<file path="config.mk">
export PLATFORM = sky130hd
export DESIGN_NAME = adc_frame_gearbox
export DESIGN_NICKNAME = d
export VERILOG_FILES = /design/src/rtl/adc_frame_gearbox.sv
export SDC_FILE = /design/constraint.sdc
export NUM_CORES = 1
export LEC_CHECK = 0
export ABC_AREA = 1
export BUFFER_PORTS_ARGS = -buffer_cell sky130_fd_sc_hd__buf_2
export CAP_MARGIN = 20
export CORE_MARGIN = 4
export CORE_UTILIZATION = 45
export CTS_BUF_LIST = sky130_fd_sc_hd__clkbuf_8
export DETAILED_ROUTE_END_ITERATION = 12
export PLACE_DENSITY = 0.72
export SETUP_SLACK_MARGIN = 0.2
export SYNTH_ARGS = -nofsm -noshare
export SYNTH_HDL_FRONTEND = slang
export SYNTH_SLANG_ARGS = --single-unit
</file>
<file path="constraint.sdc">
create_clock -name data_in_clk -period 9.9 [get_ports data_in_clk]
set_input_delay 0.495 -clock data_in_clk [delete_from_list [all_inputs] [get_ports data_in_clk]]
set_output_delay 0.495 -clock data_in_clk [all_outputs]
set_load 0.03 [all_outputs]
</file>
<file path="src/rtl/adc_frame_gearbox.sv">
// rtl/adc_frame_gearbox.sv - multi-lane IN_WIDTH->OUT_WIDTH gearbox with FCO-based word alignment
//
// Purpose:
//   Regroups deserialised lane words (dco_div4 domain) into OUT_WIDTH-bit ADC samples.
//   The FCO lane runs through the same gearbox as the data lanes. While searching, every
//   emitted FCO word that differs from FRAME_PATTERN costs one bit slip on all lanes.
//   After LOCK_COUNT consecutive matches the block reports lock. It drops back to search
//   after MISS_LIMIT consecutive mismatches.
//
// Ports:
//   data_in_clk      in   clock (dco_div4)
//   rstn             in   asynchronous active-low reset
//   data_in          in   NUM_CH lane words, lane k = [k*IN_WIDTH +: IN_WIDTH], MSB = oldest bit
//   fco_in           in   deserialised FCO word, same bit order as data_in
//   data_valid_in    in   qualifies data_in and fco_in
//   align_en         in   1 = search/track alignment, 0 = free-run without slipping
//   data_out         out  NUM_CH samples, lane k = [k*OUT_WIDTH +: OUT_WIDTH]
//   data_valid_out   out  one-cycle strobe per output sample set
//   aligned          out  high while LOCKED
//   slip_count       out  bit slips since reset, modulo OUT_WIDTH
//
// Optional build macro ADC_GEARBOX_STATS_EN adds:
//   frame_err_count  out  saturating count of FCO mismatches seen while LOCKED
//   lock_lost        out  one-cycle pulse on the LOCKED->SEARCH transition

module adc_frame_gearbox #(
  parameter int                   IN_WIDTH      = 8,
  parameter int                   OUT_WIDTH     = 12,
  parameter int                   NUM_CH        = 4,
  parameter logic [OUT_WIDTH-1:0] FRAME_PATTERN = 12'hFC0,
  parameter int                   LOCK_COUNT    = 4,
  parameter int                   MISS_LIMIT    = 2
) (
  input  logic                          data_in_clk,
  input  logic                          rstn,
  input  logic [NUM_CH*IN_WIDTH-1:0]    data_in,
  input  logic [IN_WIDTH-1:0]           fco_in,
  input  logic                          data_valid_in,
  input  logic                          align_en,
  output logic [NUM_CH*OUT_WIDTH-1:0]   data_out,
  output logic                          data_valid_out,
  output logic                          aligned,
  output logic [$clog2(OUT_WIDTH)-1:0]  slip_count
`ifdef ADC_GEARBOX_STATS_EN
  ,
  output logic [15:0]                   frame_err_count,
  output logic                          lock_lost
`endif
);

  localparam int NUM_LANE = NUM_CH + 1;
  localparam int FCO_LANE = NUM_CH;
  localparam int SR_W     = OUT_WIDTH + IN_WIDTH;
  localparam int CNT_W    = $clog2(SR_W + IN_WIDTH);
  localparam int SLIP_W   = $clog2(OUT_WIDTH);
  localparam int MATCH_W  = $clog2(LOCK_COUNT + 1);
  localparam int MISS_W   = $clog2(MISS_LIMIT + 1);

  typedef enum logic [1:0] {S_IDLE, S_SEARCH, S_LOCKED} state_t;

  state_t               state;
  logic [SR_W-1:0]      sr_q [NUM_LANE];
  logic [SR_W-1:0]      sr_d [NUM_LANE];
  logic [IN_WIDTH-1:0]  lane_in [NUM_LANE];
  logic [OUT_WIDTH-1:0] cand [NUM_LANE];
  logic [CNT_W-1:0]     bit_count;
  logic [CNT_W-1:0]     cnt_add;
  logic [CNT_W-1:0]     cnt_sub;
  logic [CNT_W-1:0]     avail;
  logic [CNT_W-1:0]     shift;
  logic [MATCH_W-1:0]   match_cnt;
  logic [MISS_W-1:0]    miss_cnt;
  logic                 slip_pending;
  logic                 emit;
  logic                 fco_match;
  logic                 slip_req;
  logic                 slip_take;
  logic                 slip_defer;
  logic                 word_out;

  for (genvar k = 0; k < NUM_CH; k++) begin : g_lane_in
    assign lane_in[k] = data_in[k*IN_WIDTH +: IN_WIDTH];
  end
  assign lane_in[FCO_LANE] = fco_in;

  // Valid bits sit at the LSB end of each shift register; the oldest bit is at
  // position bit_count-1, so the emitted word is the top OUT_WIDTH valid bits.
  assign emit  = (bit_count >= CNT_W'(OUT_WIDTH));
  assign shift = bit_count - CNT_W'(OUT_WIDTH);

  always_comb begin
    for (int l = 0; l < NUM_LANE; l++) begin
      cand[l] = OUT_WIDTH'(sr_q[l] >> shift);
      // Bits dropped off the top here are always part of the word emitted this cycle.
      sr_d[l] = data_valid_in ? {sr_q[l][SR_W-IN_WIDTH-1:0], lane_in[l]} : sr_q[l];
    end
  end

  assign cnt_add = data_valid_in ? CNT_W'(IN_WIDTH) : '0;
  assign cnt_sub = emit ? CNT_W'(OUT_WIDTH) : '0;
  // Bits left after this cycle's append and emit, before any slip.
  assign avail   = bit_count + cnt_add - cnt_sub;

  assign fco_match = (cand[FCO_LANE] == FRAME_PATTERN);
  assign slip_req  = emit && align_en && (state == S_SEARCH) && !fco_match;
  assign word_out  = emit && !slip_req;

  // A slip needs one bit left behind the emitted word; otherwise it waits for more input.
  assign slip_take  = align_en && (slip_req || slip_pending) && (avail != '0);
  assign slip_defer = align_en && (slip_req || slip_pending) && (avail == '0);

  always_ff @(posedge data_in_clk or negedge rstn) begin
    if (!rstn) begin
      state          <= S_IDLE;
      bit_count      <= '0;
      slip_pending   <= 1'b0;
      slip_count     <= '0;
      match_cnt      <= '0;
      miss_cnt       <= '0;
      data_out       <= '0;
      data_valid_out <= 1'b0;
      aligned        <= 1'b0;
      for (int l = 0; l < NUM_LANE; l++) sr_q[l] <= '0;
`ifdef ADC_GEARBOX_STATS_EN
      frame_err_count <= '0;
      lock_lost       <= 1'b0;
`endif
    end else begin
      for (int l = 0; l < NUM_LANE; l++) sr_q[l] <= sr_d[l];
      bit_count      <= avail - (slip_take ? CNT_W'(1) : CNT_W'(0));
      slip_pending   <= slip_defer;
      data_valid_out <= word_out;
      if (slip_take)
        slip_count <= (slip_count == SLIP_W'(OUT_WIDTH - 1)) ? '0 : slip_count + 1'b1;
      if (word_out)
        for (int k = 0; k < NUM_CH; k++) data_out[k*OUT_WIDTH +: OUT_WIDTH] <= cand[k];
`ifdef ADC_GEARBOX_STATS_EN
      lock_lost <= 1'b0;
`endif

      if (!align_en) begin
        state     <= S_IDLE;
        aligned   <= 1'b0;
        match_cnt <= '0;
        miss_cnt  <= '0;
      end else begin
        case (state)
          S_IDLE: begin
            state     <= S_SEARCH;
            aligned   <= 1'b0;
            match_cnt <= '0;
            miss_cnt  <= '0;
          end
          S_SEARCH: begin
            if (emit) begin
              if (!fco_match) begin
                match_cnt <= '0;
              end else if ((int'(match_cnt) + 1) == LOCK_COUNT) begin
                state     <= S_LOCKED;
                aligned   <= 1'b1;
                match_cnt <= '0;
                miss_cnt  <= '0;
              end else begin
                match_cnt <= match_cnt + 1'b1;
              end
            end
          end
          S_LOCKED: begin
            if (emit) begin
              if (fco_match) begin
                miss_cnt <= '0;
              end else begin
`ifdef ADC_GEARBOX_STATS_EN
                if (frame_err_count != 16'hFFFF) frame_err_count <= frame_err_count + 1'b1;
`endif
                if ((int'(miss_cnt) + 1) == MISS_LIMIT) begin
                  // Relock search restarts in place; no slip is taken for these misses.
                  state     <= S_SEARCH;
                  aligned   <= 1'b0;
                  miss_cnt  <= '0;
                  match_cnt <= '0;
`ifdef ADC_GEARBOX_STATS_EN
                  lock_lost <= 1'b1;
`endif
                end else begin
                  miss_cnt <= miss_cnt + 1'b1;
                end
              end
            end
          end
          default: begin
            state   <= S_IDLE;
            aligned <= 1'b0;
          end
        endcase
      end
    end
  end

endmodule

</file>
[After elaboration in Yosys (flattened, before gate mapping)]
Cells that the tools add are included.
Storage, ports and cells
  flip-flop bits (word level): 167
  latch bits: 0
  RAM bits: 0
  bits in read-only memories: 0
  input bits: 44
  output and inout bits: 54
  word-level logic and storage cells: 94
  memories: 0
Cells by class
  add/subtract/negate cells: 9
  multipliers: 0
  divide/modulo/power cells: 0
  order comparisons: 1
  equality and inequality tests: 13
  shift-type cells: 5
  mux-type cells: 36
  bitwise operators: 0
  reductions and logical operators: 16
Operator list (number)
  right shift 20 x 5 -> 12 bit: 5
  two-way mux 2 bit: 14
  two-way mux 3 bit: 7
  != test 3 bit (second input constant): 5
  equality test 12 bit (second input constant): 1
  two-way mux 4 bit: 3
  one-hot mux 2 bit (3 select lines): 2
  AND reduction 5 bit: 2
  one-hot mux 3 bit (3 select lines): 1
  two-way mux 1 bit: 8
  logical AND 1 bit: 7
  AND reduction 6 bit: 1
  adder 5 x 4 -> 5 bit: 1
  greater-or-equal comparator 5 x 4 -> 1 bit (second input constant): 1
  logical NOT 5 bit: 1
  nonzero test 5 bit: 1
  subtractor 5 x 1 -> 5 bit: 1
  subtractor 5 x 4 -> 5 bit: 1
  subtractor 5 x 4 -> 5 bit (second input constant): 1
  adder 3 x 1 -> 4 bit (second input constant): 1
  adder 4 x 1 -> 4 bit (second input constant): 1
  equality test 4 x 3 -> 1 bit (second input constant): 1
  equality test 4 bit (second input constant): 1
  != test 4 x 1 -> 1 bit (second input constant): 1
  other kinds (11): 12

[Logic depth before layout (Yosys ltp)]
  depth in word-level cells: 10
  mapped depth: 21
  mapped depth without buffers: 20

[Worst setup path after synthesis]
Ideal clock, no wire load.
  kind: input port to flip-flop
  from: input data_valid_in
  to: register bit_count[4]
  library setup time: 0.125 ns
  arrival: 3.252 ns
  data required time: 9.775 ns
  path slack: 6.523 ns
  stages: 16
  buffers on the path: 2
  path through: clkbuf_1 > inv_1 > clkbuf_1 > fa_1 > inv_1 > ha_1 > xor2_1 > inv_1 > nor4_1 > inv_1 > nand3_1 > inv_1 > ha_1 > ha_1 > nand3_1 > xnor2_1
On the way
  cells in the longest elaborated chain, start to end: 7
RTL lines
  start, declared: line 38  | input logic data_valid_in,
  two-way mux 4 bit (*): line 99  | assign cnt_add = data_valid_in ? CNT_W'(IN_WIDTH) : '0;
  adder 5 x 4 -> 5 bit (*): line 102  | assign avail = bit_count + cnt_add - cnt_sub;
  subtractor 5 x 4 -> 5 bit (*): line 102
  nonzero test 5 bit: line 109  | assign slip_take = align_en && (slip_req || slip_pending) && (avail != '0);
  logical AND 1 bit: line 109
  two-way mux 1 bit: line 130  | bit_count <= avail - (slip_take ? CNT_W'(1) : CNT_W'(0));
  subtractor 5 x 1 -> 5 bit (*): line 130
  end signal, assigned: line 130
  end, declared: line 66  | logic [CNT_W-1:0] bit_count;
Every way passes the cells marked *; elsewhere a longest branch is shown, timed or not.
A chain may end at the register's enable or synchronous reset.

[Worst setup path in the final report]
  from: register bit_count[0]
  to: register bit_count[4]
On the way
  cells in the longest elaborated chain, start to end: 10
  elaborated cells between the ends (all ways): 17
  those cells by class: add/sub (4); order compare (1); eq/ne (1); shift (1); mux (2); reduce/logical (8)
RTL lines
  subtractor 5 x 4 -> 5 bit: line 89  | assign shift = bit_count - CNT_W'(OUT_WIDTH);
  right shift 20 x 5 -> 12 bit: line 93  | cand[l] = OUT_WIDTH'(sr_q[l] >> shift);
  equality test 12 bit: line 104  | assign fco_match = (cand[FCO_LANE] == FRAME_PATTERN);
  logical NOT 1 bit
  logical AND 1 bit: line 105  | assign slip_req = emit && align_en && (state == S_SEARCH) && !fco_match;
  logical OR 1 bit: line 109
  logical AND 1 bit (2 in series): line 109
  two-way mux 1 bit: line 130
  subtractor 5 x 1 -> 5 bit (*): line 130
Marks and branches as above.

==> results.toml <==
[grt]
grt-ovfl-total = 0
grt_pass1_wl_um = 45600
grt_max_degree = 99
grt_pass1_vias = 8730
antenna_found_initial = 0
grt_use_total_pct = 21.4

[sta]
fin_skew_ns = 0.0150
clock.fmax_mhz = 216
setup_tns_ns = 0
slew_viol_final = 0
hold_viol = 0
max_slew_margin_pct = 32.9
worst_slew_pin_slew_ns = 1.01
fin_crit_ns = 4.63
min_period_over_period_pct = 46.7
grt_setup_unrepaired = "false"
setup_violations = 0

[logic_synthesis]
ys_seq_area_share_pct = 40.4
synth_edf_count = 0
syn_area_per_cell_um2 = 6.86
synth_fp_nets = 1563
synth_cells = 1507
ys_ff_latch = 167
async_reset_ff_share_pct = 100
yosysWarnings = 0
synth_area_mm2 = 0.0103
yosysUniqueCellTypes = 38
synth_flop_cell = "dfrtp_1"

[finish]
layout_commonest_cell = "nand2_1"
drive_gt1_share_pct = 10.5
multi_input_area_mm2 = 0.00529
ff_latch_area_mm2 = 0.00419
fillCellCount = 2286
nNetsFinal = 1590
area_delta_synth_final_pct = 8.61
mostFrequentLayoutCells = "nand2_1 (594), o21ai_0 (246), dfrtp_1 (164)"
post-route-util_pct = 49.6
fin_area_mm2 = 0.0112
n_antenna_cell = 0

[cts]
clkSinkCount = 167
numCtsBuffers = 17
post_cts_buffers = 0
clk_path_buf_depth = 2
h-tree-depth = 4
cts.clk_slew.worst_paths_ns = 0.09
holdBufCountCts = 0
clk_latency_ns = 0.48
cts_tree = "done"
root_buffer = "clkbuf_8"
cts_resized = 0

[detailed_routing]
wl_per_cell_um = 15.0
vias = 9762
post-route-drc-count = 0
drtIter0Drc = 1149
via_per_inst = 5.33
ant_nets = 0
first_pass_iters = 6
drt_wl_total_um = 27400

[power_and_ir_drop]
totalPowerFinal_mw = 3.85
p_leak_nw = 5.60
pwr-share-clk_pct = 13.2
vdd_drop_max_v = 0.000211
seqPwrFrac_pct = 25.0
p_per_area_mw_per_mm2 = 343
switching_share_pct = 53.9
switching_power_mw = 2.07
p_int_mw = 1.78
p_comb_share_pct = 61.7

[floorplanning]
dieWidth_um = 160
initial_utilization_pct = 45.7
rows = 55
die_area_mm2 = 0.0255
design.core.area_mm2 = 0.0226
top_level_ports = 98
die_y_um = 160

[setup_path]
crit_type = "reg -> reg"
path_max_fanout = 97
worstSetupStartpointType = "register"
arrival_ns = 5.03
crit_path_end_kind = "register"
required_ns = 10.30

[run]
max_cap_violations = 0

[min_path]
hold_path.class = "in -> async"

[placed_design]
dp_hpwl_um = 19000
port_buffers = 97
routabilityCongestion = 0.882
placed_area_mm2 = 0.0108

[outcome]
status = "finished clean"
## cells in the mapped netlist (3+ instances only)
master | n | area, um^2
ha_1 | 11 | 138
nand4_1 | 5 | 31.3
a211oi_1 | 3 | 22.5
o22ai_1 | 6 | 37.5
o21a_1 | 8 | 60.1
a31oi_1 | 3 | 18.8
o21ai_0 | 246 | 1230
a21oi_1 | 28 | 140
inv_1 | 107 | 402
buf_2 | 27 | 135
nand2_1 | 594 | 2230
xor2_1 | 3 | 26.3
o311ai_0 | 3 | 26.3
buf_1 | 20 | 75.1
buf_4 | 4 | 30.0
clkbuf_1 | 45 | 169
o211ai_1 | 28 | 210
mux2i_1 | 21 | 210
or2_2 | 3 | 18.8
xnor2_1 | 5 | 43.8
nand2_2 | 3 | 18.8
nand3_1 | 81 | 405
o21ai_1 | 22 | 110
inv_2 | 5 | 18.8
buf_6 | 5 | 56.3
dfrtp_1 | 167 | 4180
nor2_1 | 39 | 146
## path summary, 6_finish.rpt
path / startpoint / to / slack (ns) / cells after the start
worst max-delay path: bit_count[0] / bit_count[4] / 5.27 / 18
worst min-delay path: rstn / match_cnt[0] / 0.11 / 1
worst max register to register: bit_count[0] / bit_count[4] / 5.27 / 18
worst min register to register: data_out[27] / data_out[27] / 0.48 / 2
max in group asynchronous: rstn / sr_q[92] / 8.31 / 2
min in group data_in_clk: data_in[19] / sr_q[43] / 0.21 / 3
## critical path, stage by stage, from the launching register on
cell and delay, ns:
dfrtp_4 0.98, inv_2 0.39, nand2_1 0.29, inv_1 0.15, nand2_1 0.08, nand2_1 0.15, fa_1 0.52, inv_1 0.05
ha_1 0.31, xor2_1 0.27, inv_1 0.07, nor4_1 0.26, inv_1 0.16, nand3_1 0.19, inv_1 0.07, ha_1 0.19
ha_1 0.20, nand3_1 0.10, xnor2_1 0.11
## layout make-up
type | count | area share (%)
tap | 285 | 3.17
clock buffer | 17 | 2.08
multi-input combinational | 1127 | 47.0
timing repair buffer | 109 | 5.20
sequential | 167 | 37.3
clock inverter | 15 | 1.49
inverter | 112 | 3.74
## flip-flops by register name (all words and copies together) (netlist names)
| signal | flops |
|---|---|
| miss_cnt | 2 |
| bit_count | 5 |
| match_cnt | 3 |
| data_out | 48 |
| state | 2 |
| data_valid_out | 1 |
| aligned | 1 |
| slip_count | 4 |
| sr_q | 100 |
| slip_pending | 1 |
## routing by layer
layer | GRT usage, % | up-vias | part of all wire [%]
met5 | 0 | - | 0
met3 | 4.66 | 18 | 8.5
met2 | 27.6 | 386 | 38
li1 | - | 4948 | -
met1 | 35.5 | 4410 | 53
met4 | 4.93 | 0 | 0.98
## metrics by stage
stage	hold slack [ns]	std cells	setup WS, ns
global route	0.176	1832	4.77
detailed placement	0.461	1800	5.29
global placement	0.447	1800	5.37
floorplan	0.199	1507	6.52
finish	0.109	1832	5.27
CTS	0.147	1832	5.29
## power groups by stage
stage                     clock, mW  sequential, mW  combinational (mW)
final                         0.510           0.963                2.38
after global routing          0.550           0.989                2.67
after floorplan                   0            1.05                1.72
after global placement            0           0.971                2.30
after CTS                     0.520           0.960                2.34
after detailed placement          0           0.975                2.33
## logic make-up after synthesis
logic type                 after synthesis  synth area share, %
adders and majority gates               12                 1.52
and+or+nand+nor                        734                 28.4
DFF                                    167                 40.4
buffers and inverters                  213                 8.57
AOI/OAI and AO/OA                      352                 18.4
muxes                                   21                 2.03
xor gates and xnor gates                 8                0.678
Power figures use the tool's default switching activity.
